==> src/rtl/hamming_window_mac.sv <==
// Two-stage streaming window multiplier with a run-time loadable, mirrored half coefficient table.
// Define HAMMING_ROUND_EN to round half-up before the final shift; undefined means a plain floor shift.
module hamming_window_mac #(
    parameter int unsigned FRAME_LEN = 160,
    parameter int unsigned IW        = 8,
    parameter int unsigned CAW       = 7,
    parameter int unsigned DW        = 16,
    parameter int unsigned CW        = 5
) (
    input  logic                 clk,
    input  logic                 reset,
    input  logic                 cfg_we,
    input  logic [CAW-1:0]       cfg_addr,
    input  logic [CW-1:0]        cfg_data,
    input  logic                 in_valid,
    output logic                 in_ready,
    input  logic signed [DW-1:0] in_data,
    input  logic                 in_sof,
    output logic                 out_valid,
    input  logic                 out_ready,
    output logic signed [DW-1:0] out_data,
    output logic                 out_last,
    output logic                 frame_err
);

    localparam int unsigned      HALF      = FRAME_LEN / 2;
    localparam logic [IW-1:0]    LAST_IDX  = IW'(FRAME_LEN - 1);
    localparam logic [IW-1:0]    HALF_IDX  = IW'(HALF);
    localparam logic [CAW:0]     HALF_ADDR = (CAW+1)'(HALF);
`ifdef HAMMING_ROUND_EN
    localparam logic signed [DW+CW-1:0] BIAS = (DW+CW)'(1) << (CW - 2);
`else
    localparam logic signed [DW+CW-1:0] BIAS = '0;
`endif

    logic [CW-1:0]           coef [HALF];
    logic [IW-1:0]           idx;
    logic [IW-1:0]           eff_idx;
    logic [IW-1:0]           mirror_idx;
    logic [CAW-1:0]          rd_addr;
    logic                    adv;
    logic                    accept;
    logic                    wr_ok;

    logic                    s1_valid;
    logic signed [DW-1:0]    s1_data;
    logic signed [CW-1:0]    s1_coef;
    logic                    s1_last;

    logic signed [DW+CW-1:0] prod;
    logic signed [DW+CW-1:0] biased;
    logic signed [DW-1:0]    windowed;

    always_comb begin
        adv        = !out_valid || out_ready;
        in_ready   = !s1_valid || adv;
        accept     = in_valid && in_ready;
        eff_idx    = in_sof ? '0 : idx;
        mirror_idx = LAST_IDX - eff_idx;
        rd_addr    = (eff_idx < HALF_IDX) ? CAW'(eff_idx) : CAW'(mirror_idx);
        wr_ok      = cfg_we && ({1'b0, cfg_addr} < HALF_ADDR);
    end

    always_comb begin
        prod     = s1_data * s1_coef;
        biased   = prod + BIAS;
        windowed = DW'(biased >>> (CW - 1));
    end

    // The S1 read samples the table before this edge's write lands, so a same-cycle write is seen next cycle.
    always_ff @(posedge clk or posedge reset) begin
        if (reset) begin
            for (int unsigned i = 0; i < HALF; i++) coef[i] <= '0;
        end else if (wr_ok) begin
            coef[cfg_addr] <= cfg_data;
        end
    end

    // S1 refills whenever it is empty or draining, even if the output stage is stalled.
    always_ff @(posedge clk or posedge reset) begin
        if (reset) begin
            s1_valid <= 1'b0;
            s1_data  <= '0;
            s1_coef  <= '0;
            s1_last  <= 1'b0;
        end else if (in_ready) begin
            s1_valid <= in_valid;
            if (in_valid) begin
                s1_data <= in_data;
                s1_coef <= coef[rd_addr];
                s1_last <= (eff_idx == LAST_IDX);
            end
        end
    end

    always_ff @(posedge clk or posedge reset) begin
        if (reset) begin
            out_valid <= 1'b0;
            out_data  <= '0;
            out_last  <= 1'b0;
        end else if (adv) begin
            out_valid <= s1_valid;
            if (s1_valid) begin
                out_data <= windowed;
                out_last <= s1_last;
            end
        end
    end

    always_ff @(posedge clk or posedge reset) begin
        if (reset) begin
            idx       <= '0;
            frame_err <= 1'b0;
        end else begin
            frame_err <= accept && in_sof && (idx != '0);
            if (accept) idx <= (eff_idx == LAST_IDX) ? '0 : eff_idx + 1'b1;
        end
    end

endmodule
==> config.mk <==
export PLATFORM = sky130hd
export DESIGN_NAME = hamming_window_mac
export DESIGN_NICKNAME = d
export VERILOG_FILES = /design/src/rtl/hamming_window_mac.sv
export SDC_FILE = /design/constraint.sdc
export NUM_CORES = 1
export LEC_CHECK = 0
export CORE_MARGIN = 5
export CORE_UTILIZATION = 40
export DETAILED_ROUTE_END_ITERATION = 10
export MAX_ROUTING_LAYER = met4
export PLACE_DENSITY = 0.63
export SYNTH_ARGS = -nofsm -noshare
export SYNTH_HDL_FRONTEND = slang
export SYNTH_SLANG_ARGS = --single-unit
==> constraint.sdc <==
create_clock -name clk -period 15 [get_ports clk]
set_input_delay 1.5 -clock clk [delete_from_list [all_inputs] [get_ports clk]]
set_output_delay 1.5 -clock clk [all_outputs]
set_load 0.02 [all_outputs]
; Word-level counts from Yosys, hierarchy flattened
; Cells that the tools add are included.
[word_totals]
register_bits = 450
input_bits = 34
out_inout_bits = 20
elab_cells = 121
[op_classes]
addsub = 2
n_mul = 1
magnitude_cmp = 5
eq_ne = 1
n_mux = 9
bitwise_logic = 2
reduce_logical = 12
[ops]
columns = operator, n
row1 = $bwmux 400, 1
row2 = $bmux 5 s7, 1
row3 = $demux 5 s7, 1
row4 = $mul 16x5->20, 1
row5 = $ge 8x8->1 const B, 2
row6 = $mux 8, 2
row7 = $not 7->8, 2
row8 = $mux 5, 3
row9 = $add 8x1->8 const B, 1
row10 = $eq 8x8->1 const B, 1
row11 = $lt 8x1->1 const B, 1
row12 = $lt 8x7->1 const B, 1
row13 = $reduce_bool 8->1, 1
row14 = $lt 7x7->1 const B, 1
row15 = $mux 7, 1
row16 = $sub 5x7->7 const A, 1
row17 = $logic_and 1x1->1, 5
row18 = $reduce_and 2->1, 2
row19 = $logic_not 1->1, 2
row20 = $logic_or 1x1->1, 2

; Depth between registers and ports, before layout
; Gate-level depths: netlist (run 1).
[depth]
depth_word = 7
mapped_depth = 19
ltp_nobuf = 17

; Least setup slack after synthesis (run 1)
; Ideal clock, no wire load.
[synth_path]
path_kind = reg2reg
startpoint = register s1_coef[4]
endpoint = register out_data[14]
setup_time_ns = 0.130
arrival_ns = 4.653
required_time_ns = 14.870
path_slack_ns = 10.216
stages_incl_launch_ff = 19
n_path_buf = 1
synth_period_minus_slack_ns = 4.784
path_cell_list = dfrtp_1 inv_1 buf_1 nor2_1 fa_1 fa_1 inv_1 fa_1 inv_1 ha_1 a21o_1 a41o_1 a211oi_2 o21bai_1 a311o_1 a211o_1 a21oi_2 xor2_1 o21ai_1
[synth_between]
elab_chain_len = 1
[synth_lines]
columns = element, line_no
row1 = from (decl), 47  ; logic signed [CW-1:0] s1_coef;
row2 = from (signal assigned), 90  ; s1_coef <= coef[rd_addr];
row3 = $mul 16x5->20, 65  ; prod = s1_data * s1_coef;
row4 = to (signal assigned), 104  ; out_data <= windowed;
row5 = to (decl), 21  ; output logic signed [DW-1:0] out_data,
; Every way passes these cells.
; A chain may end at the register's enable or synchronous reset.

; Worst setup path after layout (run 1)
; Ends and elaborated chain as after synthesis.

==> results.py, run 1 <==
metrics = {
    "outcome": {
        "status": "finished, final reports clean",
    },
    "clock_tree": {
        "hold_buffers": 0,
        "cts_sinks": 450,
        "cts.path.max_buffers": 3,
        "cts_tree": "done",
        "numCtsBuffers": 48,
        "htreeDepth": 2,
        "clock_latency_ns": 0.60,
        "cts_root_buffer": "clkbuf_16",
        "post_cts_buffers": 0,
        "path_clk_slew_ns": 0.07,
        "postCtsResizedCells": 0,
    },
    "hold_path": {
        "worst_hold_path.endpoint": "out_data[0]$_DFFE_PP0P_",
        "hold_path_depth": 2,
        "min_from": "out_data[0]$_DFFE_PP0P_",
        "hold_path.class": "register to register",
    },
    "power": {
        "vdd_ir_drop_max_mv": 0.112,
        "power_mw": 3.52,
        "powerDensity_nw_per_um2": 134,
        "power.leakage_nw": 12.3,
    },
    "synth": {
        "synth_area_per_cell_sq_um": 10.9,
        "ys_ff_latch": 450,
        "synth_most_common_cell": "dfrtp_1",
        "synth_common_cells": "dfrtp_1 (450), mux2_2 (403), nand2_1 (263), nor2_1 (129), a21oi_1 (121)",
        "synth_top_area_share_pct": 47.8,
        "yosysUniqueCellTypes": 70,
        "yosys_warnings": 0,
        "yosysTopAreaCell": "dfrtp_1",
        "synth_edf_count": 0,
        "synth.cell_area_sq_um": 23600,
        "syn_inst": 2170,
        "synth_nets": 2286,
        "yosysSeqAreaShare_pct": 47.8,
        "synthFlopType": "dfrtp_1",
        "synth_top_cells_by_area": "dfrtp_1 (48%), mux2_2 (19%), nand2_1 (4.2%), fa_1 (4.1%), a21oi_1 (2.6%)",
        "async_flop_share_pct": 100,
    },
    "critical_path": {
        "critPathArrivalTime_ns": 5.67,
        "reg2reg_to": "out_data[14]$_DFFE_PP0P_",
        "r2r-start": "s1_coef[4]$_DFFE_PP0P_",
        "r2r_cells": 17,
        "r2r_setup_slack_ns": 9.77,
        "crit_type": "register to register",
        "cp_max_fo": 14,
        "cp.required_ns": 15.44,
        "crit_path_end_kind": "register",
        "start_kind": "register",
        "startpoint": "s1_coef[4]$_DFFE_PP0P_",
    },
    "routing": {
        "drc": 0,
        "met3WireLength_um": 3820,
        "drt-met1-wl_um": 28100,
        "num_vias": 16766,
        "viasPerCell": 5.64,
        "finalWirelength_um": 62400,
        "routedWlPerCell_um": 21.0,
        "drtPass1Iterations": 5,
        "routed.top_layer": "met4",
        "dr_wl_met2_um": 28700,
        "drt-initial-drc-count": 1351,
        "final_antenna_net_count": 0,
    },
    "floorplan": {
        "die_h_um": 253,
        "core_sq_um": 58700,
        "start_util_pct": 40.2,
        "die_area_sq_um": 63900,
        "rows": 89,
        "io_pins": 54,
        "die_w_um": 253,
    },
    "timing": {
        "rsz0062_at_grt": "false",
        "setup_viol": 0,
        "min_period_ns": 5.23,
        "finalClockSkew_ns": 0.0245,
        "finalHoldViolations": 0,
        "layout_setup_ws_ns": 9.77,
        "max_freq_ghz": 0.191,
        "period_share_pct": 34.9,
        "slew_viol_final": 0,
        "worstMarginPinSlew_ns": 1.26,
        "fin_setup_tns_ns": 0,
        "relSlewSlack_pct": 16.0,
    },
    "grt": {
        "grt_pass1_wl_um": 99400,
        "grt_start_max_net_pins": 194,
        "grtUsageTotal_pct": 20.0,
        "grt_pass1_vias": 17283,
        "gr-total-overflow": 0,
        "antenna_found_initial": 1,
    },
    "placed_design": {
        "routabilityCongestion": 0.853,
        "dp.final_hpwl_um": 39700,
        "dp.cells": 2887,
        "port_buffers": 53,
        "pre_cts_slack_ns": 9.39,
    },
    "cells_and_area": {
        "multi_input_area_sq_um": 11400,
        "fin_nets": 2280,
        "seqCellArea_sq_um": 11300,
        "fin_util_pct": 44.9,
        "num-fill-cells": 5393,
        "layout.cells.non_filler": 2974,
        "area_growth_pct": 11.8,
        "layout-drive-gt1-share_pct": 24.0,
    },
    "run": {
        "cap_violations": 0,
    },
}
==> power by group <==
| part | switching (mW) | leakage [nW] | internal (mW) |
|---|---|---|---|
| Clock | 0.505 | 0.838 | 0.777 |
| Sequential | 0.0768 | 6.12 | 1.31 |
| Combinational | 0.494 | 5.30 | 0.354 |
| Total | 1.08 | 12.3 | 2.44 |
==> flip-flops by register name (all words and copies together), names as in the netlist <==
name	cells
idx	8
out_data	16
out_valid	1
coef	400
s1_coef	5
s1_last	1
frame_err	1
s1_valid	1
out_last	1
s1_data	16
==> final cells by class <==
cell class / instances / share of cell area, %
clock inverter: 21 / 1.31
timing repair buffer: 75 / 2.59
tap: 773 / 3.67
multi-input combinational: 1496 / 43.2
sequential: 450 / 42.7
antenna: 1 / 0.00949
inverter: 93 / 1.35
clock buffer: 65 / 5.18
==> critical path: stages (launching register included) <==
cell and delay (ns):
dfrtp_1 0.53, inv_1 0.43, nor2_1 0.14, fa_1 0.52, fa_1 0.54, inv_1 0.05
fa_1 0.52, inv_1 0.04, ha_1 0.34, a21o_1 0.19, a41o_1 0.24, a211oi_2 0.25
o21bai_1 0.15, a311o_1 0.44, a211o_1 0.31, a21oi_2 0.15, xor2_1 0.15, o21ai_1 0.07
==> metrics by stage <==
stage,area [sq um],hold WS (ns)
after global routing,26400,0.504
after detailed placement,24600,0.471
final,26400,0.477
after floorplan,23600,0.461
after global placement,24600,0.463
after CTS,26400,0.485
==> worst max-delay path by stage <==
stage / slack [ns] / to / cells past startpoint
6_report: 9.77 / out_data[14]$_DFFE_PP0P_ / 17
2_1_floorplan: 0.96 / coef[0]$_DFFE_PP0P_ / 1
3_3_place_gp: 9.49 / s1_coef[2]$_DFFE_PP0P_ / 12
3_5_place_dp: 9.39 / s1_coef[4]$_DFFE_PP0P_ / 12
5_1_grt: 9.51 / out_data[14]$_DFFE_PP0P_ / 17
4_1_cts: 9.82 / out_data[14]$_DFFE_PP0P_ / 17
==> logic make-up (layout without fill, tap and decap cells) <==
family | after synthesis | count (layout) | share of synthesized area, %
AO/OA/AOI/OAI | 364 | 364 | 9.91
other | 0 | 1 | 0
buffers and inverters | 224 | 254 | 4.06
AND/OR/NAND/NOR | 615 | 615 | 11.9
adder cells (fa/ha/maj) | 82 | 82 | 5.88
XOR/XNOR | 23 | 23 | 0.855
flip-flops | 450 | 450 | 47.8
multiplexers | 412 | 412 | 19.7
==> placed cells by master (no fill, tap or decap), drive strengths merged, types with 12 or more instances in the layout <==
master           n
a22oi           28
and2            61
nand2          263
a21oi          124
nor2           129
nor2b           12
inv             93
o22ai           25
a211oi          29
nand3           59
xnor2           16
o21ai           66
nand4           16
clkdlybuf4s50   48
mux2           403
and3            24
dfrtp          450
buf             27
nor3            12
nand2b          16
ha              34
a31oi           18
fa              48
clkbuf          65
==> metal layers <==
metal / vias to the layer above / global-route usage, %
li1: 7581 / -
met5: - / -
met4: 0 / 6.26
met1: 8598 / 27.4
met2: 465 / 30.9
met3: 122 / 3.38
No activity file was read; power rests on OpenSTA's default activity.
==> inputs of run 2 (changes only) <==
==> constraint.sdc (replaced) <==
create_clock -name clk -period 4.56 [get_ports clk]
set_input_delay 0.456 -clock clk [delete_from_list [all_inputs] [get_ports clk]]
set_output_delay 0.456 -clock clk [all_outputs]
set_load 0.02 [all_outputs]
==> run 2 against run 1 <==
Against the previous run: final area increased by 2.0%; core utilization rose by 0.89 points; count of clock-buffer cells in the layout increased by 8; register-to-register slack got worse by 9.6 ns; non-clock buffer count is 46 higher; first-iteration DRC count up 2.7%; sequential cell count unchanged; worst setup slack got worse by 9.6 ns; die area is the same; clock power increased to 3.3 times the previous value; combinational power grew to 3.7 times the previous value; largest power group unchanged; highest routed layer unchanged.
==> results.py, run 2 (synthesis results as in run 1) <==
metrics = {
    "outcome": {
        "status": "finished, final reports clean",
    },
    "clock_tree": {
        "hold_buffers": 0,
        "clock_latency_ns": 0.61,
        "cts_sinks": 450,
        "cts_tree": "done",
        "htreeDepth": 2,
        "numCtsBuffers": 50,
        "path_clk_slew_ns": 0.06,
        "cts_root_buffer": "clkbuf_16",
        "cts.path.max_buffers": 3,
    },
    "run": {
        "cap_violations": 0,
    },
    "power": {
        "power_mw": 11.9,
        "powerDensity_nw_per_um2": 442,
        "power.leakage_nw": 12.5,
        "vdd_ir_drop_max_mv": 0.460,
    },
    "placed_design": {
        "placed_cell_area_sq_um": 25000,
        "dp.final_hpwl_um": 42900,
        "port_buffers": 53,
        "routabilityCongestion": 0.858,
    },
    "critical_path": {
        "cp.required_ns": 5.00,
        "r2r-start": "s1_coef[4]$_DFFE_PP0P_",
        "crit_path_end_kind": "register",
        "start_kind": "register",
        "startpoint": "s1_coef[4]$_DFFE_PP0P_",
        "cp_max_fo": 4,
        "critPathArrivalTime_ns": 4.80,
        "crit_type": "register to register",
    },
    "hold_path": {
        "hold_path.class": "primary input to register",
        "min_from": "in_data[0]",
    },
    "grt": {
        "grt_pass1_vias": 17815,
        "grtUsageTotal_pct": 20.6,
        "grt_start_max_net_pins": 153,
        "grt_pass1_wl_um": 102000,
        "gr-total-overflow": 0,
        "antenna_found_initial": 1,
    },
    "routing": {
        "drt-initial-drc-count": 1388,
        "num_vias": 17082,
        "viasPerCell": 5.64,
        "routedWlPerCell_um": 21.2,
        "finalWirelength_um": 64200,
        "drc": 0,
        "drtPass1Iterations": 5,
        "final_antenna_net_count": 0,
    },
    "timing": {
        "period_share_pct": 95.7,
        "max_freq_ghz": 0.229,
        "fin_setup_tns_ns": 0,
        "finalClockSkew_ns": 0.0174,
        "rsz0062_at_grt": "false",
        "min_period_ns": 4.36,
        "relSlewSlack_pct": 29.4,
        "slew_viol_final": 0,
        "setup_viol": 0,
        "finalHoldViolations": 0,
        "worstMarginPinSlew_ns": 1.06,
    },
    "cells_and_area": {
        "largest_register_ff_count": 400,
        "reg_top3": "coef (400), out_data (16), s1_data (16)",
        "stdcell_area_sq_um": 26900,
        "largest-register": "coef",
        "layout-drive-gt1-share_pct": 26.6,
        "final_common_cell": "dfrtp_1",
        "final_cell_mix": "dfrtp_1 (445), mux2_2 (403), nand2_1 (262)",
        "num-fill-cells": 5320,
        "fin_nets": 2328,
        "multi_input_area_sq_um": 11500,
        "seqCellArea_sq_um": 11300,
        "area_growth_pct": 14.0,
    },
    "floorplan": {
        "io_pins": 54,
        "rows": 89,
        "die_w_um": 253,
        "die_area_sq_um": 63900,
        "die_h_um": 253,
        "start_util_pct": 40.2,
        "core_sq_um": 58700,
    },
}
[run 2: critical path: stages, from the launching register on]
cell and delay, ns:
dfrtp_1 0.35, inv_2 0.06, buf_4 0.13, buf_4 0.14, fa_1 0.57, fa_2 0.43
fa_1 0.51, inv_1 0.05, ha_1 0.20, a21o_1 0.16, a41o_1 0.23, a211oi_2 0.21
o21bai_2 0.11, a311o_1 0.39, a211o_1 0.32, a21oi_2 0.13, xor2_1 0.14, o21ai_1 0.07
[run 2: per-layer routing]
| layer | global-route usage [%] | part of all wire (%) | vias to the layer above |
|---|---|---|---|
| met5 | - | 0 | - |
| li1 | - | - | 7682 |
| met1 | 27.8 | 44 | 8731 |
| met4 | 6.34 | 2.8 | 0 |
| met3 | 2.89 | 5.7 | 132 |
| met2 | 32.5 | 47 | 537 |
[run 2: cell type report]
| class | instances | share of cell area, % |
|---|---|---|
| Inverter | 93 | 1.31 |
| Sequential cell | 450 | 41.9 |
| Timing Repair Buffer | 121 | 4.15 |
| Tap cell | 773 | 3.60 |
| Clock buffer | 73 | 5.43 |
| Multi-Input combinational cell | 1496 | 42.6 |
| Antenna cell | 1 | 0.00931 |
| Clock inverter | 20 | 0.945 |
[run 2: worst paths after layout]
check	to	slack (ns)	cells after the start
worst max-delay path	out_data[14]$_DFFE_PP0P_	0.20	17
max in group asynchronous	coef[286]$_DFFE_PP0P_	2.89	3
worst min-delay path	s1_data[0]$_DFFE_PP0P_	0.39	3
worst min register to register	out_data[2]$_DFFE_PP0P_	0.48	2
min in group asynchronous	coef[4]$_DFFE_PP0P_	0.40	2
worst max register to register	out_data[14]$_DFFE_PP0P_	0.20	17
[run 2: power breakdown]
| group | switching [mW] | total (mW) | internal [mW] |
|---|---|---|---|
| registers | 0.218 | 4.54 | 4.32 |
| logic | 1.78 | 3.12 | 1.34 |
| clock network | 1.70 | 4.21 | 2.51 |
| total | 3.70 | 11.9 | 8.17 |
[run 2: timing repair]
item                                    in CTS  in global routing
resized for setup                            0                 25
endpoints found under the setup margin       0                  7
setup buffers                                0                  5
[run 2: metrics by stage]
step                utilization (%)  std cells  setup WS, ns  hold slack [ns]
floorplan                         -       2170         -1.98            0.461
global placement               42.7       2928        0.0545            0.463
detailed placement             42.7       2928        0.0224            0.471
CTS                            45.6       3021       0.00545            0.363
global route                   45.8       3027        0.0172            0.393
finish                         45.8       3027         0.197            0.388
